--- config.mk ---
export PLATFORM = sky130hd
export DESIGN_NAME = multi_ctrl_sequencer
export DESIGN_NICKNAME = d
export VERILOG_FILES = /design/src/rtl/multi_ctrl_sequencer.sv
export SDC_FILE = /design/constraint.sdc
export NUM_CORES = 1
export LEC_CHECK = 0
export CORE_UTILIZATION = 50
export CTS_CLUSTER_SIZE = 24
export DETAILED_ROUTE_END_ITERATION = 10
export PLACE_DENSITY = 0.69
export SYNTH_ARGS = -nofsm -noshare
export SYNTH_HDL_FRONTEND = slang
export SYNTH_SLANG_ARGS = --single-unit
--- constraint.sdc ---
create_clock -name clk -period 2.05 [get_ports clk]
set_clock_uncertainty 0.05 [all_clocks]
set_input_delay 0.3075 -clock clk [delete_from_list [all_inputs] [get_ports clk]]
set_output_delay 0.3075 -clock clk [all_outputs]
set_load 0.1 [all_outputs]
--- src/rtl/multi_ctrl_sequencer.sv ---
// Three-stage enable sequencer (ctrl1 -> ctrl2 -> ctrl3) with per-step ack timeout and sticky fault.
// Define MCSM_FAULT_CODE_EN to add the fault_code output.
module multi_ctrl_sequencer #(
   parameter int TIMEOUT = 8,
   parameter int CNT_W   = 8
) (
   input  logic clk,
   input  logic rst,
   input  logic start,
   input  logic in1,
   input  logic in2,
   input  logic in3,
   output logic ctrl1,
   output logic ctrl2,
   output logic ctrl3,
   output logic fault,
   output logic normal_start
`ifdef MCSM_FAULT_CODE_EN
   ,
   output logic [1:0] fault_code
`endif
);

   typedef enum logic [2:0] {
      ST_IDLE = 3'd0,
      ST_S1   = 3'd1,
      ST_S2   = 3'd2,
      ST_S3   = 3'd3,
      ST_RUN  = 3'd4,
      ST_FLT  = 3'd5
   } state_t;

   localparam logic [CNT_W-1:0] TO_LAST = CNT_W'(TIMEOUT - 1);

   state_t           state_r;
   state_t           state_nxt_s;
   logic [CNT_W-1:0] cnt_r;
   logic [4:0]       outs_r;
   logic             timeout_s;

   // Output vector is {ctrl1, ctrl2, ctrl3, fault, normal_start}.
   function automatic logic [4:0] decode(input state_t s);
      case (s)
         ST_IDLE: decode = 5'b00000;
         ST_S1:   decode = 5'b10000;
         ST_S2:   decode = 5'b11000;
         ST_S3:   decode = 5'b11100;
         ST_RUN:  decode = 5'b11101;
         ST_FLT:  decode = 5'b00010;
         default: decode = 5'b00000;
      endcase
   endfunction

   assign timeout_s = (cnt_r == TO_LAST);

   // Next-state logic: start=0 beats ack loss, which beats advance, which beats timeout.
   always_comb begin
      state_nxt_s = state_r;
      case (state_r)
         ST_IDLE: begin
            if (start) state_nxt_s = ST_S1;
            else       state_nxt_s = ST_IDLE;
         end
         ST_S1: begin
            if (!start)         state_nxt_s = ST_IDLE;
            else if (in1)       state_nxt_s = ST_S2;
            else if (timeout_s) state_nxt_s = ST_FLT;
            else                state_nxt_s = ST_S1;
         end
         ST_S2: begin
            if (!start)         state_nxt_s = ST_IDLE;
            else if (!in1)      state_nxt_s = ST_FLT;
            else if (in2)       state_nxt_s = ST_S3;
            else if (timeout_s) state_nxt_s = ST_FLT;
            else                state_nxt_s = ST_S2;
         end
         ST_S3: begin
            if (!start)             state_nxt_s = ST_IDLE;
            else if (!in1 || !in2)  state_nxt_s = ST_FLT;
            else if (in3)           state_nxt_s = ST_RUN;
            else if (timeout_s)     state_nxt_s = ST_FLT;
            else                    state_nxt_s = ST_S3;
         end
         ST_RUN: begin
            if (!start)                   state_nxt_s = ST_IDLE;
            else if (!in1 || !in2 || !in3) state_nxt_s = ST_FLT;
            else                          state_nxt_s = ST_RUN;
         end
         ST_FLT:  state_nxt_s = ST_FLT;
         default: state_nxt_s = ST_IDLE;
      endcase
   end

   // State, step counter and outputs registered together so outputs track the state exactly.
   always_ff @(posedge clk) begin
      if (rst) begin
         state_r <= ST_IDLE;
         cnt_r   <= {CNT_W{1'b0}};
         outs_r  <= 5'b00000;
      end else begin
         state_r <= state_nxt_s;
         outs_r  <= decode(state_nxt_s);
         if (state_nxt_s != state_r)
            cnt_r <= {CNT_W{1'b0}};
         else if (state_r == ST_S1 || state_r == ST_S2 || state_r == ST_S3)
            cnt_r <= cnt_r + CNT_W'(1);
         else
            cnt_r <= {CNT_W{1'b0}};
      end
   end

   assign {ctrl1, ctrl2, ctrl3, fault, normal_start} = outs_r;

`ifdef MCSM_FAULT_CODE_EN
   logic [1:0] code_nxt_s;
   logic [1:0] code_r;

   // FAULT is only entered from S1..RUN, so the source state identifies the failing step.
   always_comb begin
      code_nxt_s = 2'b11;
      case (state_r)
         ST_S1:   code_nxt_s = 2'b01;
         ST_S2:   code_nxt_s = 2'b10;
         default: code_nxt_s = 2'b11;
      endcase
   end

   // Capture the code on FAULT entry; held until reset since FAULT never exits otherwise.
   always_ff @(posedge clk) begin
      if (rst)
         code_r <= 2'b00;
      else if (state_nxt_s == ST_FLT && state_r != ST_FLT)
         code_r <= code_nxt_s;
      else
         code_r <= code_r;
   end

   assign fault_code = code_r;
`endif

endmodule

After elaboration in Yosys (flattened, before gate mapping)
Index checks and enable logic that the tools add are counted.
Word-level totals
  register bits after elaboration: 16
  bits of input ports: 6
  logic and storage cells: 42
Cells by class
  multiplexer cells: 16
  bitwise logic cells: 1
  eq/ne operators: 12
  add/sub/neg operators: 1
  reduce and logical (&&, ||, !) cells: 9
Operators with widths (number)
  $mux W3: 12
  $pmux W5 S5: 1
  $pmux W3 S6: 1
  $eq A3 B2 Y1 const B: 4
  $eq A3 B3 Y1 const B: 4
  $add A8 B1 Y8 const B: 1
  $eq A8 B3 Y1 const B: 1
  $eq A3 B1 Y1 const B: 2
  $logic_or A1 B1 Y1: 4
  $logic_not A1 Y1: 3
  $logic_not A3 Y1: 1
  $ne A3 B3 Y1: 1
  $reduce_or A3 Y1: 1
  $mux W1: 2
  $not A1 Y1: 1

Depth between registers and ports, before layout
Gate-level depths: netlist of run 1.
  depth after elaboration: 8
  mapped depth: 7
  mapped depth without buffers: 7

Worst setup path after synthesis of run 1
No wires, ideal clock.
  kind: flip-flop to flip-flop
  start: register cnt_r[0]
  end: register outs_r[4]
  data arrival time: 1671 ps
  library setup time: 67 ps
  buffers on the path: 0
  path slack: 262 ps
  required time: 1933 ps
  cell stages (with the launch flop): 8
  path through: dfxtp_1 ha_1 and4bb_4 nand3_1 o221ai_2 or3b_1 nor2b_4 a21oi_2
On the way
  word-level cells in the longest chain between the ends: 8
  elaborated cells between the ends (all ways): 19
  classes of those cells: eq/ne (6); mux (13)
RTL lines
  start, declared: RTL line 37  | logic [CNT_W-1:0] cnt_r;
  start signal, assigned: RTL line 98  | cnt_r <= {CNT_W{1'b0}};
  start signal, assigned: RTL line 104  | cnt_r <= {CNT_W{1'b0}};
  start signal, assigned: RTL line 106  | cnt_r <= cnt_r + CNT_W'(1);
  $eq A8 B3 Y1 *: RTL line 54  | assign timeout_s = (cnt_r == TO_LAST);
  $mux W3, on equally long branches: RTL line 74, 81
  $mux W3, on equally long branches: RTL line 73, 80
  $mux W3, on equally long branches: RTL line 72, 79
  $mux W3, on equally long branches: RTL line 71, 78
  $pmux W3 S6 *: RTL line 59  | case (state_r)
  $eq A3 B3 Y1, or another cell as far along: RTL line 43  | case (s)
  $pmux W5 S5 *: RTL line 43
  end signal, assigned: RTL line 102  | outs_r <= decode(state_nxt_s);
  end, declared: RTL line 38  | logic [4:0] outs_r;
Every way passes the cells marked *; elsewhere a longest branch is shown, timed or not.
A chain may end at the register's enable or synchronous reset.

Final worst setup path of run 1
Ends and elaborated chain as after synthesis.

==> metrics.yaml, run 1 <==
ys_ff_latch: 16
max_slew_margin_pct: 73.3
die_area_sq_um: 1900
vias_per_cell: 5.51
min_period_ps: 1920
tritoncts: "yes"
synth_area_leaders: "dfxtp_1 (37%), nor2_1 (5.2%), nand3_1 (4.6%), nand2_1 (4.3%), xor2_1 (4.1%)"
slowest_stage: "or3b_1"
status: "completed"
grt_max_degree: 13
ctsHoldBuffers: 0
yosys.area.top_type: "dfxtp_1"
arrival_ps: 2090
synth_cells: 100
synth_flop_cell: "dfxtp_1"
end_kind: "flip-flop"
max_freq_mhz: 520
cts-root-buf: "clkbuf_4"
cts_setup_buffers: 0
ctsResizeCount: 0
path_clk_slew_ps: 90
worst_pin_slew_ps: 400
fin_nets: 129
r2r_slack_ps: 130
path_class: "flip-flop to flip-flop"
pin_count: 11
critPathMaxFanout: 4
drtIter0Drc: 8
post-place-ws_ps: -42.5
num_antenna_cells: 0
dp_cells: 133
gp_congestion: 0.908
ant_nets: 0
powerDensity_nw_per_um2: 574
cp-start-kind: "flip-flop"
grt_antenna_before_repair: 0
syn_area_sq_um: 863
max-vdd-ir-drop_mv: 0.493
drive_gt1_share_pct: 22.3
vias: 755
yosys_warnings: 0
path_delay_family: "simple AND/OR/NAND/NOR gates"
start_util_pct: 55.4
gr-total-overflow: 0
synth_seq_area_share_pct: 37.1
hold_class: "flip-flop to flip-flop"
dp_hpwl_mm: 1.28
wl_per_cell_um: 11.8
max_cap_violations: 0
leakage_nw: 0.393
slowest_delay_ps: 390
clk_latency_ps: 280
finalHoldViolCount: 0
numCtsBuffers: 3
final_cells: 137
drv_slew: 0
synth_top_area_share_pct: 37.1
areaGrowthSynthToFinish_pct: 23.5
ys_types: 37
cts-htree-levels: 1
routed_wl_mm: 1.61
cts.sinks: 16
worstPathCellList: "ha_1, and4bb_4, nand3_1, o221ai_2, or3b_1, nor2b_4, a21oi_2"
clock_path_buffers: 2
ys_async_sr_fraction_pct: 0
syn-mean-instance-area_sq_um: 8.63
crit_buf_inv: 0
fin_crit_sh_pct: 93.8
die_h_um: 43.6
grt_util_all_layers_pct: 18.6
std_cell_rows: 14
synth_edf_count: 0
syn_nets: 107
die_x_um: 43.6
setup_viol: 0
rsz0062_at_grt: "no"
cp_data_required_time_ps: 2220
drt-pass1-iter-count: 4
portBuffers: 10
core-area_sq_um: 1560
finalWorstSetupSlack_ps: 126
grt_pass1_vias: 651
grt_pass1_wl_mm: 2.64
drc: 0
[metrics by stage]
| stage | setup TNS (ps) | instance area [sq um] | utilization (%) | power [mW] | hold slack (ps) |
|---|---|---|---|---|---|
| after CTS | 0 | 1070 | 68.4 | 0.623 | 430 |
| after detailed placement | -294 | 1030 | 66.1 | 0.422 | 409 |
| after global routing | 0 | 1070 | 68.4 | 0.648 | 444 |
| after global placement | -44.3 | 1030 | 66.1 | 0.422 | 395 |
| final | 0 | 1070 | 68.4 | 0.612 | 425 |
| after floorplan | 0 | 863 | - | 0.386 | 380 |
[worst paths after layout]
path                            start                    to  depth (start not counted)
setup / recovery  cnt_r[0]$_SDFF_PP0_  outs_r[4]$_SDFF_PP0_                          7
hold / removal    cnt_r[0]$_SDFF_PP0_   cnt_r[0]$_SDFF_PP0_                          1
setup reg to reg  cnt_r[0]$_SDFF_PP0_  outs_r[4]$_SDFF_PP0_                          7
hold reg to reg   cnt_r[0]$_SDFF_PP0_   cnt_r[0]$_SDFF_PP0_                          1
[metal layers]
layer / share of wire, % / GRT usage (%)
met2: 48 / 32.5
met1: 48 / 22.7
met5: 0 / 0
met3: 4.0 / 6.25
met4: 0 / 1.88
[logic make-up after synthesis]
group	share of synthesized area (%)
compound gates	18.0
xor+xnor	7.10
fa+ha+maj	1.45
buf+inv	2.75
flops	37.1
simple gates	33.6
[synthesized netlist by cell type, types with 2 or more instances]
library cell  instances
o21ai_0               4
nor2b_1               5
inv_1                 2
nand4_1               2
xor2_1                4
dfxtp_1              16
o21ai_1               2
nand3_1               8
nand2b_1              4
xnor2_1               3
nor3b_1               2
nor2_1               12
nand2_1              10
a21oi_1               3
[flip-flops by register name, summed over array words and instances (netlist names)]
signal,flops
outs_r,5
cnt_r,8
state_r,3
[cell type report]
type / instances / area (sq um)
clock buffer: 4 / 36.3
fill: 133 / 493
inverter: 2 / 7.51
multi-input combinational: 79 / 519
sequential: 16 / 320
tap: 16 / 20.0
timing repair buffer: 20 / 163
[report_power, final]
| group | total [mW] | internal [mW] | switching (mW) |
|---|---|---|---|
| clock | 0.197 | 0.108 | 0.0890 |
| sequential | 0.323 | 0.316 | 0.00734 |
| combinational | 0.0917 | 0.0404 | 0.0513 |
| total | 0.612 | 0.464 | 0.148 |
[cells in the final DEF (no fill, tap or decap), types with 2 or more instances in the layout]
cell type         n
nor2b_1           5
nand2b_1          4
o21ai_1           2
buf_4            15
clkbuf_4          3
a21oi_1           3
xor2_1            4
dfxtp_1          16
nand2_1          10
o21ai_0           4
nand4_1           2
inv_1             2
nand3_1           8
clkdlybuf4s50_1   5
nor2_1           12
xnor2_1           3
nor3b_1           2
(Power assumes the default switching activity.)
==> run 2: changes to the inputs <==
- CORE_MARGIN: default -> 2
==> metrics.yaml, run 2 (synthesized netlist as in run 1, its figures left out) <==
status: "completed"
clockPowerShare_pct: 32.0  # -0.2 points
power_mw: 0.620  # +1.3%
portBuffers: 10  # unchanged
core-area_sq_um: 1670  # +7.1%
pin_count: 11  # unchanged
cts.sinks: 16  # unchanged
clock_path_buffers: 2  # unchanged
max-vdd-ir-drop_mv: 0.471  # -4.4%
gr-total-overflow: 0  # unchanged
drv_slew: 0  # unchanged
min_period_ps: 1910  # -9.90 ps
grt_util_all_layers_pct: 19.3  # +0.73 points
die_x_um: 45.6  # +4.6%
routed_wl_mm: 1.82  # +13%
worst_pin_slew_ps: 310  # -90.1 ps
regMostFlops: "cnt_r"
fin_crit_sh_pct: 93.3  # -0.48 points
ctsHoldBuffers: 0  # unchanged
setup_viol: 0  # unchanged
r2r_slack_ps: 140  # about the same
top_regs: "cnt_r (8), outs_r (5), state_r (3)"
drtIter0Drc: 16  # +8
mostFrequentLayoutCells: "buf_4 (17), dfxtp_1 (15), nor2_1 (12), nand2_1 (10), nand3_1 (8)"
start_util_pct: 51.7  # -3.7 points
power_frac_seq_pct: 51.9  # -0.9 points
drive_gt1_share_pct: 25.2  # +2.9 points
drc: 0  # unchanged
grt_pass1_wl_mm: 2.95  # +12%
max_cap_violations: 0  # unchanged
largest_reg_flops: 8  # unchanged
die_h_um: 45.6  # +4.6%
drt-pass1-iter-count: 4  # unchanged
layout_commonest_cell: "buf_4"
max_freq_mhz: 523  # +0.52%
numCtsBuffers: 3  # unchanged
vias_per_cell: 5.59  # +1.5%
finalHoldViolCount: 0  # unchanged
grt_max_degree: 11  # -2
powerDensity_nw_per_um2: 570  # -0.69%
tritoncts: "yes"
grt_pass1_vias: 711  # +9.2%
gp_congestion: 0.900  # -0.83%
vias: 783  # +3.7%
max_slew_margin_pct: 79.3  # +6.0 points
clk_latency_ps: 280  # about the same
cts-htree-levels: 1  # unchanged
std_cell_rows: 15  # +1
arrival_ps: 2080  # about the same
share_comb_of_total_power_pct: 16.1  # +1.1 points
die_area_sq_um: 2080  # +9.4%
grt_antenna_before_repair: 0  # unchanged
num_antenna_cells: 0  # unchanged
critPathMaxFanout: 4  # unchanged
end_kind: "flip-flop"
fillCellCount: 151  # +14%
leakage_nw: 0.405  # +3.0%
swShare_pct: 24.6  # +0.44 points
ant_nets: 0  # unchanged
cp-start-kind: "flip-flop"
dp_hpwl_mm: 1.41  # +11%
final_util_pct: 65.1  # -3.3 points
fin_nets: 131  # +1.6%
p_sw_mw: 0.152  # +3.2%
cp_data_required_time_ps: 2220  # about the same
cts-root-buf: "clkbuf_4"
hold_class: "flip-flop to flip-flop"
internal_power_mw: 0.468  # +0.70%
rsz0062_at_grt: "no"
path_clk_slew_ps: 90  # about the same
path_class: "flip-flop to flip-flop"
areaGrowthSynthToFinish_pct: 25.9
wl_per_cell_um: 13.0  # +10%
## run 2: cell types whose count changed in the layout (fill, tap and decap cells not counted), sizes merged
cell  change
buf       +2
## run 2: critical path, stage by stage, from the launching register on
cell and delay, ps:
dfxtp_1 380, ha_1 190, and4bb_4 260, nand3_1 110
o221ai_2 200, or3b_1 400, nor2b_4 150, a21oi_2 110
## run 2: area by class of cell
type	count	area [sq um]	share of cell area, %
multi-input cells	79	523	48.1
well taps	17	21.3	1.96
inverters	2	7.51	0.690
flip-flops and latches	16	322	29.6
repair buffers	22	178	16.3
clock buffers	4	36.3	3.34
## run 2: stage by stage
stage | setup WS, ps | cell area [sq um] | cells | setup TNS (ps) | hold slack [ps]
CTS | 80.0 | 1080 | 140 | 0 | 423
global placement | -89.9 | 1050 | 136 | -833 | 411
global route | 1.80 | 1090 | 140 | 0 | 479
detailed placement | -215 | 1050 | 136 | -1830 | 402
finish | 136 | 1090 | 140 | 0 | 415
floorplan | 262 | 863 | 100 | 0 | 380
## run 2: power groups by stage
stage | Combinational, mW | Sequential (mW) | Clock [mW]
CTS | 0.0985 | 0.322 | 0.203
global placement | 0.0970 | 0.329 | 0
global route | 0.108 | 0.323 | 0.213
detailed placement | 0.0981 | 0.329 | 0
floorplan | 0.0414 | 0.345 | 0
finish | 0.0998 | 0.322 | 0.199
## run 2: worst paths after layout
check,startpoint,to,cells after the start
max,cnt_r[0]$_SDFF_PP0_,outs_r[4]$_SDFF_PP0_,7
min,cnt_r[0]$_SDFF_PP0_,cnt_r[0]$_SDFF_PP0_,1
max reg2reg,cnt_r[0]$_SDFF_PP0_,outs_r[4]$_SDFF_PP0_,7
min reg2reg,cnt_r[0]$_SDFF_PP0_,cnt_r[0]$_SDFF_PP0_,1
## run 2: repair_timing
action,4_1_cts,5_1_grt
setup buffers,0,0
gates resized for setup,0,2
setup endpoints to repair,0,10
## run 2: layer usage
layer | up-vias | part of all wire [%] | wire [um] | GRT usage (%)
met4 | 0 | 1.7 | 30 | 5.29
met5 | - | 0 | 0 | 0
li1 | 397 | - | - | -
met3 | 4 | 4.1 | 74 | 4.76
met1 | 363 | 45 | 822 | 25.6
met2 | 19 | 49 | 890 | 31.0
==> run 3: changes to the inputs <==
- CTS_CLUSTER_DIAMETER: default -> 200
==> results of run 3 <==
The final DEF is identical to that of run 2; final timing and power are the same.
==> RTL change 1 (flow settings as in run 3) <==
Register the output `ctrl3`, with the module's reset; this adds one clock of latency there. The other outputs are not delayed to match.
--- a/src/rtl/multi_ctrl_sequencer.sv
+++ b/src/rtl/multi_ctrl_sequencer.sv
@@ -31,6 +31,8 @@
    } state_t;
 
    localparam logic [CNT_W-1:0] TO_LAST = CNT_W'(TIMEOUT - 1);
+
+   logic ctrl3_d;
 
    state_t           state_r;
    state_t           state_nxt_s;
@@ -109,7 +111,7 @@
       end
    end
 
-   assign {ctrl1, ctrl2, ctrl3, fault, normal_start} = outs_r;
+   assign {ctrl1, ctrl2, ctrl3_d, fault, normal_start} = outs_r;
 
 `ifdef MCSM_FAULT_CODE_EN
    logic [1:0] code_nxt_s;
@@ -138,5 +140,13 @@
    assign fault_code = code_r;
 `endif
 
+   always_ff @(posedge clk) begin
+      if (rst) begin
+         ctrl3 <= '0;
+      end else begin
+         ctrl3 <= ctrl3_d;
+      end
+   end
+
 endmodule
 
Check against the original RTL: not equivalent (a bounded check fails within 4 cycles, from zero or initial values and one cycle with rst high).
==> RTL change 1 against run 3 <==
Setup slack better by 0.0026 ns. Design area increased by 6.7%. Global-route usage up 2.5 points. Critical path depth fell by 1. Sequential power rose by 6.2%. Sequential cell count is 1 higher. Clock power decreased by 13%. Total power grew 6.8%. Fmax grew 0.14%. Sequential share of layout area fell by 0.23 points. Wire length is 7.0% higher. Area after synthesis rose by 1.3%. Critical endpoint is now cnt_r[3].
==> RTL change 1: results (changes against run 3) <==
| Stage | Result | Reported | Delta |
| --- | --- | --- | --- |
| worst setup path | Max stage delay on crit path | 0.55 ns | +0.15 ns |
| worst setup path | Critical Path AT | 2.03 ns | -0.05 ns |
| sta | Relative max-transition margin | 0.778 | -0.0153 |
| detailed routing | Count of routing violations after the opening detailed-route iteration | 24 | +8 |
| synth | Top cells by area in the synthesized netlist | sky130_fd_sc_hd__dfxtp_1 (39%), sky130_fd_sc_hd__nor2_1 (6.0%), sky130_fd_sc_hd__xor2_1 (4.0%) |  |
| pwr | Reported leakage power | 0.476 nW | +18% |
| detailed routing | Routed wirelength normalized by instance count | 12.9 um | -0.76% |
| detailed routing | Amount of wire on met2 after detailed routing | 948 um | +6.5% |
| detailed routing | Uppermost metal layer occupied by signal nets | met4 |  |
| grt | Vias in the first global route | 738 | +3.8% |
| place | Cell count after placement | 147 | +8.1% |
| synth | Fraction of the yosys area taken by sequential cells | 0.389 | +0.0181 |
| synth | Post-Synthesis Cells | 104 | +4.0% |
| place | RePlAce Congestion | 0.904 | +0.41% |
| detailed routing | Met3 wire length | 51 um | -31% |
| final layout | Total Nets Final | 142 | +8.4% |
| pwr | Maximum resistive drop on vdd | 0.459 mV | -2.7% |
| detailed routing | Overall routed net length | 1950 um | +7.0% |
| worst setup path | CP Launch Point | cnt_r[3] |  |
| grt | Global-route wire length before repair | 3240 um | +9.8% |
| synth | Synthesized netlist net count | 111 | +3.7% |
| detailed routing | Mean number of vias per cell | 5.44 | -2.7% |
| synth | Count of cell types in the netlist | 38 | +2.7% |
| final layout | Fraction of layout cells with a size suffix above 1 | 0.299 | +0.0465 |
| status | Outcome | finished clean |  |
| grt | Maximum number of pins on one net before global-route repair | 12 | +1 |
| detailed routing | Routed met1 length | 914 um | +11% |
| grt | Total GRT Usage | 0.218 | +0.0247 |
| worst setup path | Critical-path maximum fanout | 8 | +4 |
-- RTL change 1: cell count changes after synthesis, moves of 2 or more --
cell,change
sky130_fd_sc_hd__nand3_1,-2
sky130_fd_sc_hd__nor3b_1,-2
sky130_fd_sc_hd__nor3_1,+2
sky130_fd_sc_hd__a31oi_1,+2
sky130_fd_sc_hd__clkbuf_1,+2
sky130_fd_sc_hd__nand2_1,-5
sky130_fd_sc_hd__nor2_1,+2
sky130_fd_sc_hd__inv_1,+2
sky130_fd_sc_hd__nand4_1,-2
sky130_fd_sc_hd__o21ai_1,-2
sky130_fd_sc_hd__nor4_1,+2
-- RTL change 1: where the power goes --
group	total (mW)	switching, mW	internal, mW
Combinational	0.146	0.0819	0.0646
Sequential	0.342	0.00368	0.338
Clock	0.174	0.102	0.0724
Total	0.662	0.187	0.475
-- RTL change 1: what timing repair did --
action                                  CTS  global route
endpoints found under the setup margin    0            12
gates resized for setup                   0             3
buffers inserted                          0             0
-- RTL change 1: cell families after synthesis --
| logic type | Yosys count | synth area share |
|---|---|---|
| AND/OR/NAND/NOR | 47 | 0.285 |
| AO/OA/AOI/OAI | 23 | 0.197 |
| flip-flops | 17 | 0.389 |
| XOR/XNOR | 6 | 0.0601 |
| buffers and inverters | 10 | 0.0544 |
| adder cells (fa/ha/maj) | 1 | 0.0143 |
-- RTL change 1: worst max-delay path: cells and delay by family (launching register included) --
kind / cells / cell delay, ns
flops: 1 / 0.32
simple gates: 3 / 0.79
compound gates: 3 / 0.65
-- RTL change 1: final cells by class --
class / count / area (um^2)
fillers: 136 / 529
multi-input cells: 77 / 503
flip-flops and latches: 17 / 340
repair buffers: 32 / 253
clock buffers: 3 / 22.5
well taps: 17 / 21.3
inverters: 4 / 15.0
clock inverters: 1 / 5.00
-- RTL change 1: path summary, 6_finish.rpt --
check                                 to  cells past startpoint
worst max register to register  cnt_r[3]                      6
worst min-delay path            cnt_r[0]                      1
worst max-delay path            cnt_r[3]                      6
worst min register to register  cnt_r[0]                      1
-- RTL change 1: stage by stage --
| step | setup TNS, ns | instance area [um^2] | setup slack [ns] | hold WS [ns] |
|---|---|---|---|---|
| 3_3_place_gp | -1.43 | 1120 | -0.163 | 0.373 |
| 5_1_grt | 0 | 1160 | 0.0136 | 0.426 |
| 3_5_place_dp | -1.84 | 1120 | -0.181 | 0.394 |
| 6_report | 0 | 1160 | 0.139 | 0.407 |
| 4_1_cts | 0 | 1140 | 0.0615 | 0.408 |
| 2_1_floorplan | 0 | 875 | 0.225 | 0.363 |
-- RTL change 1: metal layers --
| metal | vias to the layer above | track usage |
|---|---|---|
| met5 | - | 0 |
| li1 | 428 | - |
| met2 | 12 | 0.332 |
| met3 | 4 | 0.0238 |
| met4 | 0 | 0.114 |
| met1 | 378 | 0.301 |
==> RTL change 2 (settings of run 3) <==
Without the edit above. Add a define of `MCSM_FAULT_CODE_EN`.
--- a/src/rtl/multi_ctrl_sequencer.sv
+++ b/src/rtl/multi_ctrl_sequencer.sv
@@ -1,5 +1,7 @@
 // Three-stage enable sequencer (ctrl1 -> ctrl2 -> ctrl3) with per-step ack timeout and sticky fault.
 // Define MCSM_FAULT_CODE_EN to add the fault_code output.
+`define MCSM_FAULT_CODE_EN
+
 module multi_ctrl_sequencer #(
    parameter int TIMEOUT = 8,
    parameter int CNT_W   = 8
Formal check against the unedited RTL (old outputs only; new: fault_code): equivalent (equiv_simple and equiv_induct, registers matched by name and starting in step).
==> RTL change 2 against run 3 <==
First-iteration DRC count is 38% lower. Design area is 20% higher. Area after synthesis increased by 17%. Utilization increased by 3.0 points. Via count is 9.3% higher. Wire length up 13%. Sequential cell count rose by 2. Clock power increased by 10%. Synthesized cell count is the same. Setup slack got worse by 0.095 ns. Global-route usage shrank 0.83 points. Total power grew 17%.
==> RTL change 2: results (changes against run 3) <==
| Stage | Result | Reported | Delta |
| --- | --- | --- | --- |
| worst setup path | Crit path max-delay family | compound AO/OA/AOI/OAI gates |  |
| worst setup path | Crit-path slowest cell | sky130_fd_sc_hd__or4_4 |  |
| sta | Relative max-transition margin | 0.753 | -0.0406 |
| final layout | Fraction of layout cells with a size suffix above 1 | 0.385 | +0.133 |
| synth | Top cells by area in the synthesized netlist | sky130_fd_sc_hd__dfxtp_1 (36%), sky130_fd_sc_hd__nor3_1 (4.5%), sky130_fd_sc_hd__xnor2_4 (2.7%) |  |
| worst setup path | Worst-case register-to-register setup slack | 0.04 ns | -0.09 ns |
| synth | Fraction of the yosys area taken by sequential cells | 0.358 | -0.0133 |
| pwr | Sw Ratio | 0.277 | +0.0308 |
| grt | Global-route wire length before repair | 3480 um | +18% |
| detailed routing | Routed wirelength normalized by instance count | 13.1 um | +0.85% |
| clocking | CTS resizes | 1 | +1 |
| final layout | Filler Cells Inserted | 187 | +24% |
| final layout | Fraction of standard cell area in multi-input logic | 0.476 | -0.00492 |
| clocking | Clk slew on worst S/H paths | 0.11 ns | +0.02 ns |
| worst setup path | Logic depth of the worst register-to-register path | 6 | -1 |
| pwr | Comb. pwr | 0.147 mW | +47% |
| grt | Met1 layer usage reported by global route | 0.221 | -0.0347 |
| worst setup path | Critical Path AT | 2.14 ns | +0.06 ns |
| worst setup path | R2R Path Start | cnt_r[7] |  |
| synth | Share of the synthesized netlist area taken by xor and xnor gates | 0.0795 | +0.00849 |
| detailed routing | Amount of wire on met2 after detailed routing | 1090 um | +23% |
| final layout | Multi-input logic cell count | 77 | -2.5% |
| clocking | Clock sink count | 18 | +2 |
| final layout | Clock network area share | 0.0277 | -0.00565 |
| grt | Vias in the first global route | 815 | +15% |
| final layout | Sequential share of cell area | 0.276 | -0.0195 |
| place | HPWL after detailed placement | 1600 um | +13% |
| final layout | Plain + repair buffers | 29 | +32% |
| final layout | Total Nets Final | 138 | +5.3% |
| pwr | Maximum resistive drop on vdd | 0.425 mV | -9.9% |
| worst setup path | Critical-path maximum fanout | 5 | +1 |
| grt | Met2 demand-to-capacity share in global routing | 0.331 | +0.0212 |
| detailed routing | Met3 wire length | 35 um | -53% |
| synth | Compound-gate portion of the synthesized area | 0.248 | +0.0687 |
| grt | Total GRT Usage | 0.185 | -0.00828 |
| sta | Post-Route Hold Slack | 0.413 ns | -0.00253 ns |
| synth | Ranking of synthesized cells by instance count | sky130_fd_sc_hd__dfxtp_1 (18), sky130_fd_sc_hd__nor3_1 (9), sky130_fd_sc_hd__nand2_1 (7) |  |
| pwr | Power Density | 557 nW/um^2 | -2.4% |
| place | RePlAce Congestion | 0.797 | -11% |
| worst setup path | Max stage delay on crit path | 0.57 ns | +0.17 ns |
| clocking | Clk_lat worst skew | 0.30 ns | +0.02 ns |
| final layout | Signal buffers share of area | 0.188 | +0.0249 |
| synth | Synthesized-area fraction occupied by adder cells | 0.0124 | -0.00207 |
| detailed routing | Mean number of vias per cell | 5.45 | -2.5% |
| place | PortBufs | 12 | +2 |
| worst setup path | Crit path capture | fault_code[1] |  |
| status | Outcome | finished clean |  |
==> RTL change 2: cell types whose count changed after synthesis, moves of 3 or more <==
cell | run 3 | this run
sky130_fd_sc_hd__nor3_1 | 1 | 9
sky130_fd_sc_hd__nor2_1 | 12 | 6
sky130_fd_sc_hd__nor2b_1 | 5 | 1
sky130_fd_sc_hd__nand2_1 | 10 | 7
sky130_fd_sc_hd__nand2b_1 | 4 | 1
sky130_fd_sc_hd__nand3_1 | 8 | 5
==> RTL change 2: per-stage QoR <==
step | cells | util | area, um^2 | setup TNS, ns | setup WS [ns]
final | 157 | 0.681 | 1310 | 0 | 0.0415
after global routing | 157 | 0.681 | 1310 | -0.0106 | -0.0106
after CTS | 156 | 0.663 | 1270 | 0 | 0.0156
after detailed placement | 152 | 0.645 | 1240 | -0.0948 | -0.0267
after global placement | 152 | 0.645 | 1240 | 0 | 0.00332
after floorplan | 100 | - | 1010 | 0 | 0.154
